===== config.mk =====
export PLATFORM = sky130hd
export DESIGN_NAME = br_write_arbiter
export DESIGN_NICKNAME = d
export VERILOG_FILES = /design/src/rtl/br_write_arbiter.sv
export SDC_FILE = /design/constraint.sdc
export NUM_CORES = 1
export LEC_CHECK = 0
export ABC_AREA = 1
export CORE_MARGIN = 2
export CORE_UTILIZATION = 47
export CTS_BUF_LIST = sky130_fd_sc_hd__clkbuf_8
export DETAILED_ROUTE_END_ITERATION = 8
export PLACE_DENSITY_LB_ADDON = 0.25
export SYNTH_ARGS = -nofsm -noshare
export SYNTH_HDL_FRONTEND = slang
export SYNTH_SLANG_ARGS = --single-unit

===== constraint.sdc =====
create_clock -name clk -period 2.06 [get_ports clk]
set_input_delay 0.412 -clock clk [delete_from_list [all_inputs] [get_ports clk]]
set_output_delay 0.412 -clock clk [all_outputs]
set_load 0.01 [all_outputs]

===== src/rtl/br_write_arbiter.sv =====
// Round-robin writeback arbiter for the register-file write port: ALU (A) vs load (M).
// Optional write-stage bypass outputs are enabled with `define BR_WB_BYPASS_EN.
module br_write_arbiter #(
    parameter int DATA_W = 32,
    parameter int ADDR_W = 5,
    parameter int CNT_W  = 16
) (
    input  logic              clk,
    input  logic              rst_n,
    input  logic              hold,
    input  logic              a_valid,
    output logic              a_ready,
    input  logic [ADDR_W-1:0] a_addr,
    input  logic [DATA_W-1:0] a_data,
    input  logic              m_valid,
    output logic              m_ready,
    input  logic [ADDR_W-1:0] m_addr,
    input  logic [DATA_W-1:0] m_data,
    output logic [ADDR_W-1:0] adrsWrite,
    output logic              RegEn,
    output logic [DATA_W-1:0] write,
    output logic [CNT_W-1:0]  conflict_cnt
`ifdef BR_WB_BYPASS_EN
    ,
    input  logic [ADDR_W-1:0] adrsReadA,
    input  logic [ADDR_W-1:0] adrsReadB,
    output logic              fwdA_hit,
    output logic              fwdB_hit,
    output logic [DATA_W-1:0] fwd_data
`endif
);

    logic              rr_ptr_q, rr_ptr_d;
    logic              reg_en_q, reg_en_d;
    logic [ADDR_W-1:0] adrs_q, adrs_d;
    logic [DATA_W-1:0] data_q, data_d;
    logic [CNT_W-1:0]  cnt_q, cnt_d;
    logic              a_grant_s, m_grant_s;
    logic              xfer_a_s, xfer_m_s;

    // Grant selection: a ready depends only on valids, hold and the round-robin pointer
    always_comb begin
        a_grant_s = 1'b0;
        m_grant_s = 1'b0;
        if (hold) begin
            a_grant_s = 1'b0;
            m_grant_s = 1'b0;
        end else if (a_valid && m_valid) begin
            a_grant_s = ~rr_ptr_q;
            m_grant_s = rr_ptr_q;
        end else if (a_valid) begin
            a_grant_s = 1'b1;
        end else if (m_valid) begin
            m_grant_s = 1'b1;
        end else begin
            a_grant_s = 1'b0;
            m_grant_s = 1'b0;
        end
    end

    assign a_ready  = a_grant_s;
    assign m_ready  = m_grant_s;
    assign xfer_a_s = a_valid & a_grant_s;
    assign xfer_m_s = m_valid & m_grant_s;

    // Next-state for pointer, output stage and conflict counter
    always_comb begin
        rr_ptr_d = rr_ptr_q;
        reg_en_d = 1'b0;
        adrs_d   = adrs_q;
        data_d   = data_q;
        cnt_d    = cnt_q;
        if (xfer_a_s) begin
            rr_ptr_d = 1'b1;
            // Writes to $zero are accepted but never reach the register file
            if (a_addr != {ADDR_W{1'b0}}) begin
                reg_en_d = 1'b1;
                adrs_d   = a_addr;
                data_d   = a_data;
            end else begin
                reg_en_d = 1'b0;
            end
        end else if (xfer_m_s) begin
            rr_ptr_d = 1'b0;
            if (m_addr != {ADDR_W{1'b0}}) begin
                reg_en_d = 1'b1;
                adrs_d   = m_addr;
                data_d   = m_data;
            end else begin
                reg_en_d = 1'b0;
            end
        end else begin
            reg_en_d = 1'b0;
        end
        if (a_valid && m_valid && !hold && (cnt_q != {CNT_W{1'b1}})) begin
            cnt_d = cnt_q + {{(CNT_W-1){1'b0}}, 1'b1};
        end else begin
            cnt_d = cnt_q;
        end
    end

    // State registers with asynchronous reset
    always_ff @(posedge clk or negedge rst_n) begin
        if (!rst_n) begin
            rr_ptr_q <= 1'b0;
            reg_en_q <= 1'b0;
            adrs_q   <= {ADDR_W{1'b0}};
            data_q   <= {DATA_W{1'b0}};
            cnt_q    <= {CNT_W{1'b0}};
        end else begin
            rr_ptr_q <= rr_ptr_d;
            reg_en_q <= reg_en_d;
            adrs_q   <= adrs_d;
            data_q   <= data_d;
            cnt_q    <= cnt_d;
        end
    end

    assign adrsWrite    = adrs_q;
    assign RegEn        = reg_en_q;
    assign write        = data_q;
    assign conflict_cnt = cnt_q;

`ifdef BR_WB_BYPASS_EN
    assign fwdA_hit = reg_en_q && (adrs_q == adrsReadA) && (adrsReadA != {ADDR_W{1'b0}});
    assign fwdB_hit = reg_en_q && (adrs_q == adrsReadB) && (adrsReadB != {ADDR_W{1'b0}});
    assign fwd_data = data_q;
`endif

endmodule

After elaboration in Yosys (flattened, before gate mapping)
Cells that the tools add are included.

operators by class
  add/sub/neg operators = 1
  equal/unequal tests = 2
  multiplexer cells = 21
  bitwise logic cells = 3
  reduce and logical (&&, ||, !) cells = 9

operators with widths
  operator                                               count
  two-way mux 32 bit                                     4
  two-way mux 5 bit                                      4
  adder 16 x 1 -> 16 bit, second input constant          1
  inequality test 16 bit, second input constant          1
  two-way mux 1 bit                                      13
  nonzero test 5 bit                                     2
  nonzero test 2 bit                                     2
  logical AND 1 bit                                      3
  AND reduction 3 bit                                    1
  AND 1 bit                                              2
  inequality test 2 x 1 -> 1 bit, second input constant  1
  zero test 1 bit                                        1
  NOT 1 bit                                              1

storage, ports and cells
  register bits after elaboration = 55
  input bits = 79
  output and inout port bits = 56
  logic and storage cells = 41

Logic depth before layout (Yosys ltp)
Gate-level depths: netlist (run 1).

  depth in word-level cells = 7
  mapped depth = 9

Worst setup path before layout (run 1)
No wires, ideal clock.

  kind = register -> register
  start = reg cnt_q[0], in the netlist conflict_cnt[0]
  end = reg cnt_q[3], in the netlist conflict_cnt[3]
  data arrival time = 1,389 ps
  data required time = 1,995 ps
  setup slack = 606 ps
  stages on the path, launching flop included = 9
  clock period less this slack = 1,454 ps
  path through = dfrtp_1 -> ha_1 -> nand3_2 -> nor2_2 -> nand2_2 -> nand2_4 -> buf_12 -> nand2_1 -> nand2_1

on the way
  cells in the longest elaborated chain, start to end = 2

RTL lines
  what                                                            RTL line  text
  from (decl)                                                     37        logic [CNT_W-1:0] cnt_q, cnt_d;
  from (signal assigned)                                          109       cnt_q <= {CNT_W{1'b0}};
  from (signal assigned)                                          115       cnt_q <= cnt_d;
  branches (longest 2 deep; another with adder 16 x 1 -> 16 bit)  n/a

Parallel ways; which one is timed is not known.
A chain may end at the register's enable or synchronous reset.

Final worst setup path (run 1)
  start = in m_valid
  end = out m_ready

on the way
  cells in the longest elaborated chain, start to end = 4

RTL lines
  what                   RTL line  text
  from (decl)            15        input logic m_valid,
  two-way mux 1 bit      53        end else if (m_valid) begin
  two-way mux 1 bit      51        end else if (a_valid) begin
  two-way mux 1 bit (*)  48        end else if (a_valid && m_valid) begin
  two-way mux 1 bit (*)  45        if (hold) begin
  to (decl)              16        output logic m_ready,

Every way passes the cells marked *; elsewhere a longest branch is shown, timed or not.

==> results of run 1 <==
-- layout make-up --
class                           count  area, sq um
Clock buffer                        5        68.82
Tap cell                           77        96.34
Fill cell                         510         1780
Timing Repair Buffer              144         1436
Sequential cell                    55         1376
Multi-Input combinational cell    349         1488
Clock inverter                      2        33.78
Inverter                           18        70.07
-- report_power, final --
| group | leakage [uW] | internal (uW) | switching (uW) | total, uW |
|---|---|---|---|---|
| logic | 0.00152 | 631 | 506 | 1140 |
| clock network | 0.0000554 | 352 | 328 | 679 |
| registers | 0.000702 | 1270 | 152 | 1430 |
-- cell families (layout without fill, tap and decap cells) --
logic type,Yosys count,after routing,synth area share (%)
simple gates,330,330,43.78
flops,55,55,44.72
buf+inv,39,169,6.951
compound gates,10,10,1.870
xor+xnor,8,8,2.277
fa+ha+maj,1,1,0.4064
-- worst max path at each step --
| stage | startpoint | endpoint | cells after the start |
|---|---|---|---|
| 3_3_place_gp | m_valid | m_ready | 4 |
| 5_1_grt | m_valid | m_ready | 4 |
| 6_report | m_valid | m_ready | 4 |
| 2_1_floorplan | conflict_cnt[0] | conflict_cnt[3] | 8 |
| 4_1_cts | m_valid | a_ready | 5 |
| 3_5_place_dp | m_valid | m_ready | 4 |
-- placed cells by master (no fill, tap or decap), types with 2 or more instances in the layout --
cell type | Yosys | routed
clkbuf_8 | 0 | 5
buf_4 | 6 | 8
xnor2_1 | 8 | 8
dlygate4sd2_1 | 0 | 2
nand4_1 | 7 | 7
nand3_1 | 46 | 46
nand3_2 | 2 | 2
dfrtp_1 | 55 | 55
inv_1 | 16 | 17
nor2_1 | 17 | 17
buf_12 | 1 | 2
a21oi_1 | 2 | 2
o21ai_0 | 6 | 6
nand2_1 | 253 | 253
clkdlybuf4s50_1 | 0 | 130
-- state kept, by name (all words and copies together) (netlist names) --
signal / flops
write: 32
adrsWrite: 5
RegEn: 1
conflict_cnt: 16
rr_ptr_q: 1
-- metrics by stage --
| stage | instance area (sq um) | TNS [ns] |
|---|---|---|
| 2_1_floorplan | 3078 | 0 |
| 3_3_place_gp | 4467 | 0 |
| 3_5_place_dp | 4467 | -0.03107 |
| 4_1_cts | 4567 | 0 |
| 5_1_grt | 4569 | 0 |
| 6_report | 4569 | 0 |
-- what timing repair did --
| item | in CTS | in global routing |
|---|---|---|
| buffers inserted | 0 | 0 |
| resized for setup | 2 | 1 |
| setup endpoints to repair | 2 | 1 |
| hold buffers | 0 | 0 |
| cloned | 0 | 0 |
-- metal layers --
| layer | up-vias | wire length [um] | GRT usage (%) |
|---|---|---|---|
| li1 | 1632 | - | - |
| met1 | 1481 | 3241 | 28.28 |
| met2 | 111 | 4342 | 41.16 |
| met3 | 12 | 610 | 5.739 |
| met4 | 0 | 130 | 5.772 |
| met5 | - | 0 | 0 |
==> flow_summary.toml, run 1 <==
[outcome]
status = "completed"

[cells_and_area]
antennaDiodeCount = 0
syn_to_final_growth_pct = 48.46
instances_no_fill = 650
nets = 653
drive_gt1_share_pct = 4.712
fin_util_pct = 71.96

[global_route]
grt_usage_pct = 23.16
antenna_found_initial = 0
first_global_vias = 3057
grt_overflow = 0
grt_max_degree = 56
grt_pass1_wl_mm = 13.63

[clock_tree]
cts_sinks = 55
h-tree-depth = 2
cts_root_buffer = "clkbuf_8"
cts_buffers = 5
cts_tree = "built"
clockBufferDepth = 2
clock_latency_ns = 0.30
clk_pin_slew_ns = 0.09

[timing]
fin_worst_skew_ns = 0.004318
hold_ws_ns = 0.08043
relSlewSlack_pct = 74.52
finalHoldViolCount = 0
setup_violations = 0
fmax_ghz = 0.5548
fin_crit_sh_pct = 87.50
fin_ws_ns = 0.2574
tightestPinTransition_ns = 0.3822
min_period_ns = 1.803
maxSlewViolCount = 0
rsz0062_at_grt = "no"

[yosys]
ys_seq_elements = 55
netlist_instances = 443
synth_cell_types = 25
yosys.area.top_type = "dfrtp_1"
synth_edf_count = 0
ys_warn_count = 0
syn_avg_cell_area_sq_um = 6.948
synth_nets = 523
synth.yosys.seq_area_share_pct = 44.72
synthFlopType = "dfrtp_1"
synth_most_common_cell = "nand2_1"
synth_top_cell_area_share_pct = 44.72
synthTopCellsByCount = "253 x nand2_1, 55 x dfrtp_1, 46 x nand3_1, 17 x nor2_1, 16 x inv_1"
synth_area_sq_mm = 0.003078
synth_async_sr_flop_share_pct = 100.0
synth_area_leaders = "dfrtp_1 45%, nand2_1 31%, nand3_1 7.5%"

[floorplan]
die_h_um = 84.93
die_area_sq_mm = 0.007212
coreArea_sq_mm = 0.006350
start_util_pct = 48.47
ios = 135
die_w_um = 84.93
num_rows = 29

[power_and_ir_drop]
ir_drop_mv = 0.5999
power_uw = 3242
power.density_mw_per_mm2 = 709.5
p_leak_uw = 0.002276

[worst_setup_path]
end_kind = "output port"
path_cells = "clkdlybuf4s50_1 -> nand2_1 -> a21oi_2 -> dlygate4sd2_1"
r2r_slack_ns = 0.47
timing.critical_path.from_type = "primary input"
crit_required_ns = 1.65
reg2reg_from = "conflict_cnt[0]"
cp_slowest_cell = "clkdlybuf4s50_1"
path_class = "primary input to output port"
r2r.worst_path.cells = 7
arrival_ns = 1.39
cp_max_fo = 3
r2r-end = "conflict_cnt[9]"
cp_top_family = "buffers and inverters"
crit_buf_inv = 2
slowest_delay_ns = 0.50

[route]
wl_per_cell_um = 12.81
via_per_inst = 4.978
drc_errors = 0
drtAntennaViolNets = 0
dr.pass1.iters = 4
routed_wirelength_mm = 8.324
drt-initial-drc-count = 112
vias = 3236

[placed_design]
pre_cts_ws_ns = -0.01620
place_inst = 643
port_buffers = 134
hpwl_mm = 6.250
place_congestion = 0.8393

[min_path]
hp-class = "primary input to asynchronous set/reset pin"

[flow_run]
maxCapViolCount = 0
No activity file was read; power rests on OpenSTA's default activity.
==> run 2: changes to the inputs <==
- CORE_UTILIZATION: 47 -> 44
- clock period: 2.06 -> 1.9 ns (I/O delays scaled with it)
==> flow_summary.toml, run 2 (synthesized netlist as in run 1, its figures left out) <==
[outcome]
status = "completed"

[clock_tree]
clockBufferDepth = 2
clock_latency_ns = 0.30
h-tree-depth = 2
cts_root_buffer = "clkbuf_8"
cts_hold_buffers = 0
cts_tree = "built"
cts_sinks = 55
clk_pin_slew_ns = 0.10
cts_buffers = 5

[cells_and_area]
nets = 657
instances_no_fill = 674
drive_gt1_share_pct = 5.536
fin_util_pct = 68.43
largest_reg_flops = 32
layout_common_cells = "253 x nand2_1, 130 x clkdlybuf4s50_1, 55 x dfrtp_1"
syn_to_final_growth_pct = 51.06
layout_commonest_cell = "nand2_1"
antennaDiodeCount = 0
finalInstanceArea_sq_mm = 0.004649

[global_route]
grt_overflow = 0
grt_usage_pct = 22.58
first_global_vias = 3014
grt_max_degree = 41
grt_pass1_wl_mm = 13.77
antenna_found_initial = 0

[power_and_ir_drop]
ir_drop_mv = 0.4695
power.density_mw_per_mm2 = 791.2
p_leak_uw = 0.002296
power_uw = 3679

[floorplan]
num_rows = 30
coreArea_sq_mm = 0.006794
start_util_pct = 45.30
die_w_um = 87.64
die_area_sq_mm = 0.007681
ios = 135
die_h_um = 87.64

[worst_setup_path]
cp_max_fo = 3
path_class = "primary input to output port"
arrival_ns = 1.40
crit_required_ns = 1.52
end_kind = "output port"
timing.critical_path.from_type = "primary input"

[route]
drtAntennaViolNets = 0
drc_errors = 0
via_per_inst = 4.776
dr.pass1.iters = 4
routed_wirelength_mm = 8.465
wl_per_cell_um = 12.56
vias = 3219
drt-initial-drc-count = 203

[timing]
setup_violations = 0
tightestPinTransition_ns = 0.6365
finalHoldViolCount = 0
maxSlewViolCount = 0
relSlewSlack_pct = 57.57
fin_crit_sh_pct = 93.75
min_period_ns = 1.781
fin_worst_skew_ns = 0.009054
fmax_ghz = 0.5614
rsz0062_at_grt = "no"

[placed_design]
place_congestion = 0.8628
hpwl_mm = 6.471
place_inst = 666
port_buffers = 134
placed_area_sq_mm = 0.004521

[flow_run]
maxCapViolCount = 0

[min_path]
hp-class = "primary input to asynchronous set/reset pin"
[run 2: cell count changes in the layout (fill, tap and decap cells not counted), sizes merged]
cell	delta
dlymetal6s2s	-1
bufinv	+1
buf	+4
dlygate4sd2	+1
[run 2: worst max-delay path, stage by stage]
cell and delay (ns):
clkdlybuf4s50_1 0.51, nand2_1 0.09, a21oi_2 0.13, dlygate4sd2_1 0.29
[run 2: layout make-up]
type                    count  area, sq um
fillers                   603         2145
multi-input cells         349         1488
repair buffers            148         1463
flip-flops and latches     55         1376
well taps                  96        120.1
inverters                  18        70.07
clock buffers               5        68.82
clock inverters             3        63.81
[run 2: path summary, 6_finish.rpt]
| kind | start | depth (start not counted) | to | slack [ns] |
|---|---|---|---|---|
| worst min register to register | write[30] | 2 | write[30] | 0.51 |
| min in group clk | write[30] | 2 | write[30] | 0.51 |
| worst max-delay path | m_valid | 4 | m_ready | 0.12 |
| worst min-delay path | rst_n | 1 | RegEn | 0.08 |
| max in group asynchronous | rst_n | 2 | write[12] | 1.26 |
| worst max register to register | conflict_cnt[0] | 7 | conflict_cnt[2] | 0.26 |
[run 2: what timing repair did]
action,CTS,global route
gates resized for setup,3,0
endpoints found under the setup margin,2,0
setup buffers,0,0
[run 2: routing by layer]
layer	wire, um	track usage [%]
met5	0	0
met1	3421	27.11
met2	4384	40.63
met3	494	4.618
met4	164	6.853
[run 2: stage by stage]
stage,hold slack (ns),setup WS [ns],setup TNS (ns)
detailed placement,0.4350,-0.1517,-0.3765
global placement,0.4368,-0.1066,-0.1905
CTS,0.09909,0.1229,0
floorplan,0.08441,0.4463,0
finish,0.08433,0.1188,0
global route,0.1296,0.06927,0
[run 2: power breakdown]
group | internal (uW) | leakage, uW | switching [uW]
Combinational | 691 | 0.00152 | 548
Clock | 522 | 0.0000695 | 376
Sequential | 1380 | 0.000702 | 161
==> run 3: changes to the inputs <==
--- a/config.mk
+++ b/config.mk
@@ -11,4 +11,5 @@
 export CTS_BUF_LIST = sky130_fd_sc_hd__clkbuf_8
 export DETAILED_ROUTE_END_ITERATION = 8
+export HOLD_SLACK_MARGIN = 0.03
 export PLACE_DENSITY_LB_ADDON = 0.25
 export SYNTH_ARGS = -nofsm -noshare
==> constraint.sdc (replaced) <==
create_clock -name clk -period 1.9 [get_ports clk]
set_input_delay 0.38 -clock clk [delete_from_list [all_inputs] [get_ports clk]]
set_output_delay 0.38 -clock clk [all_outputs]
set_load 0.02 [all_outputs]
==> flow_summary.toml, run 3 (synthesized netlist as in run 1, its figures left out) <==
[outcome]
status = "completed"

[worst_setup_path]
crit_start = "m_valid"
reg2reg_from = "conflict_cnt[0]"
crit_required_ns = 1.52
timing.critical_path.from_type = "primary input"
arrival_ns = 1.46
cp_max_fo = 3
r2r.worst_path.cells = 8
path_class = "primary input to output port"
end_kind = "output port"

[route]
drc_errors = 0
dr.pass1.iters = 4
drt-initial-drc-count = 138
wl_per_cell_um = 12.34
vias = 3209
drtAntennaViolNets = 0
routed_wirelength_mm = 8.345
via_per_inst = 4.747

[global_route]
grt_max_degree = 41
grt_overflow = 0
antenna_found_initial = 0
grt_pass1_wl_mm = 13.59
first_global_vias = 2964
grt_usage_pct = 22.31

[cells_and_area]
layout_commonest_cell = "nand2_1"
syn_to_final_growth_pct = 50.04
instances_no_fill = 676
drive_gt1_share_pct = 5.690
layout_common_cells = "253 x nand2_1, 131 x clkdlybuf4s50_1, 54 x dfrtp_1"
antennaDiodeCount = 0
largest_reg_flops = 32
nets = 659

[clock_tree]
h-tree-depth = 2
cts_root_buffer = "clkbuf_8"
clk_pin_slew_ns = 0.09
cts_tree = "built"
post_cts_buffers = 0
cts_sinks = 55
clock_latency_ns = 0.30
cts_buffers = 5
clockBufferDepth = 2

[floorplan]
coreArea_sq_mm = 0.006794
start_util_pct = 45.30
die_area_sq_mm = 0.007681
ios = 135
num_rows = 30
die_h_um = 87.64
die_w_um = 87.64

[power_and_ir_drop]
p_leak_uw = 0.002284
ir_drop_mv = 0.4734
power_uw = 3566
power.density_mw_per_mm2 = 772.1

[flow_run]
maxCapViolCount = 0

[timing]
hold_ws_ns = 0.5140
finalHoldViolCount = 0
fmax_ghz = 0.5436
fin_ws_ns = 0.06048
min_period_ns = 1.840
setup_violations = 0
fin_crit_sh_pct = 96.82
tightestPinTransition_ns = 0.4400
setup_tns_ns = 0
maxSlewViolCount = 0
relSlewSlack_pct = 70.67
rsz0062_at_grt = "no"
fin_worst_skew_ns = 0.007632

[placed_design]
port_buffers = 134
pre_cts_ws_ns = -0.2038
place_inst = 667
place_congestion = 0.8744
hpwl_mm = 6.399

[min_path]
min_from = "write[17]"
worstHoldPathCells = 2
hp-class = "register to register"
run 3: routing by layer:
layer  track usage (%)  vias to the layer above  wire (um)
met1             25.91                     1448       3370
met5                 0                        -          0
li1                  -                     1646          -
met2             40.29                      100       4268
met3             5.561                       15        531
met4             6.993                        0        174
run 3: path summary, 6_finish.rpt:
kind,to,slack [ns]
setup / recovery,m_ready,0.06
hold / removal,write[17],0.51
setup reg to reg,conflict_cnt[14],0.29
hold reg to reg,write[17],0.51
max in group asynchronous,conflict_cnt[2],0.86
min in group asynchronous,RegEn,0.54
run 3: final cells by class:
class / count / area [sq um]
tap: 96 / 120.1
fill: 619 / 2176
multi-input combinational: 349 / 1488
clock inverter: 3 / 12.51
timing repair buffer: 150 / 1481
clock buffer: 5 / 68.82
inverter: 18 / 70.07
sequential: 55 / 1378
run 3: worst max-delay path, cell delays in order:
cell and delay (ns):
clkdlybuf4s50_1 0.50, nand2_1 0.08, a21oi_2 0.14, dlygate4sd2_1 0.37
run 3: power breakdown:
| group | switching, uW | total [uW] | internal, uW |
|---|---|---|---|
| logic | 716 | 1410 | 696 |
| clock network | 360 | 609 | 249 |
| registers | 162 | 1540 | 1380 |
run 3: through the flow:
step                      util, %  instance area (sq um)
final                       67.97                   4618
after global routing        67.97                   4618
after CTS                   67.96                   4617
after detailed placement    66.65                   4528
after global placement      66.65                   4528
after floorplan                 -                   3078
run 3: repair_timing:
action / CTS / global route
gates resized for setup: 2 / 1
pin swaps: 0 / 0
hold endpoints to repair: 15 / 0
setup endpoints to repair: 2 / 1
hold buffers: 1 / 0
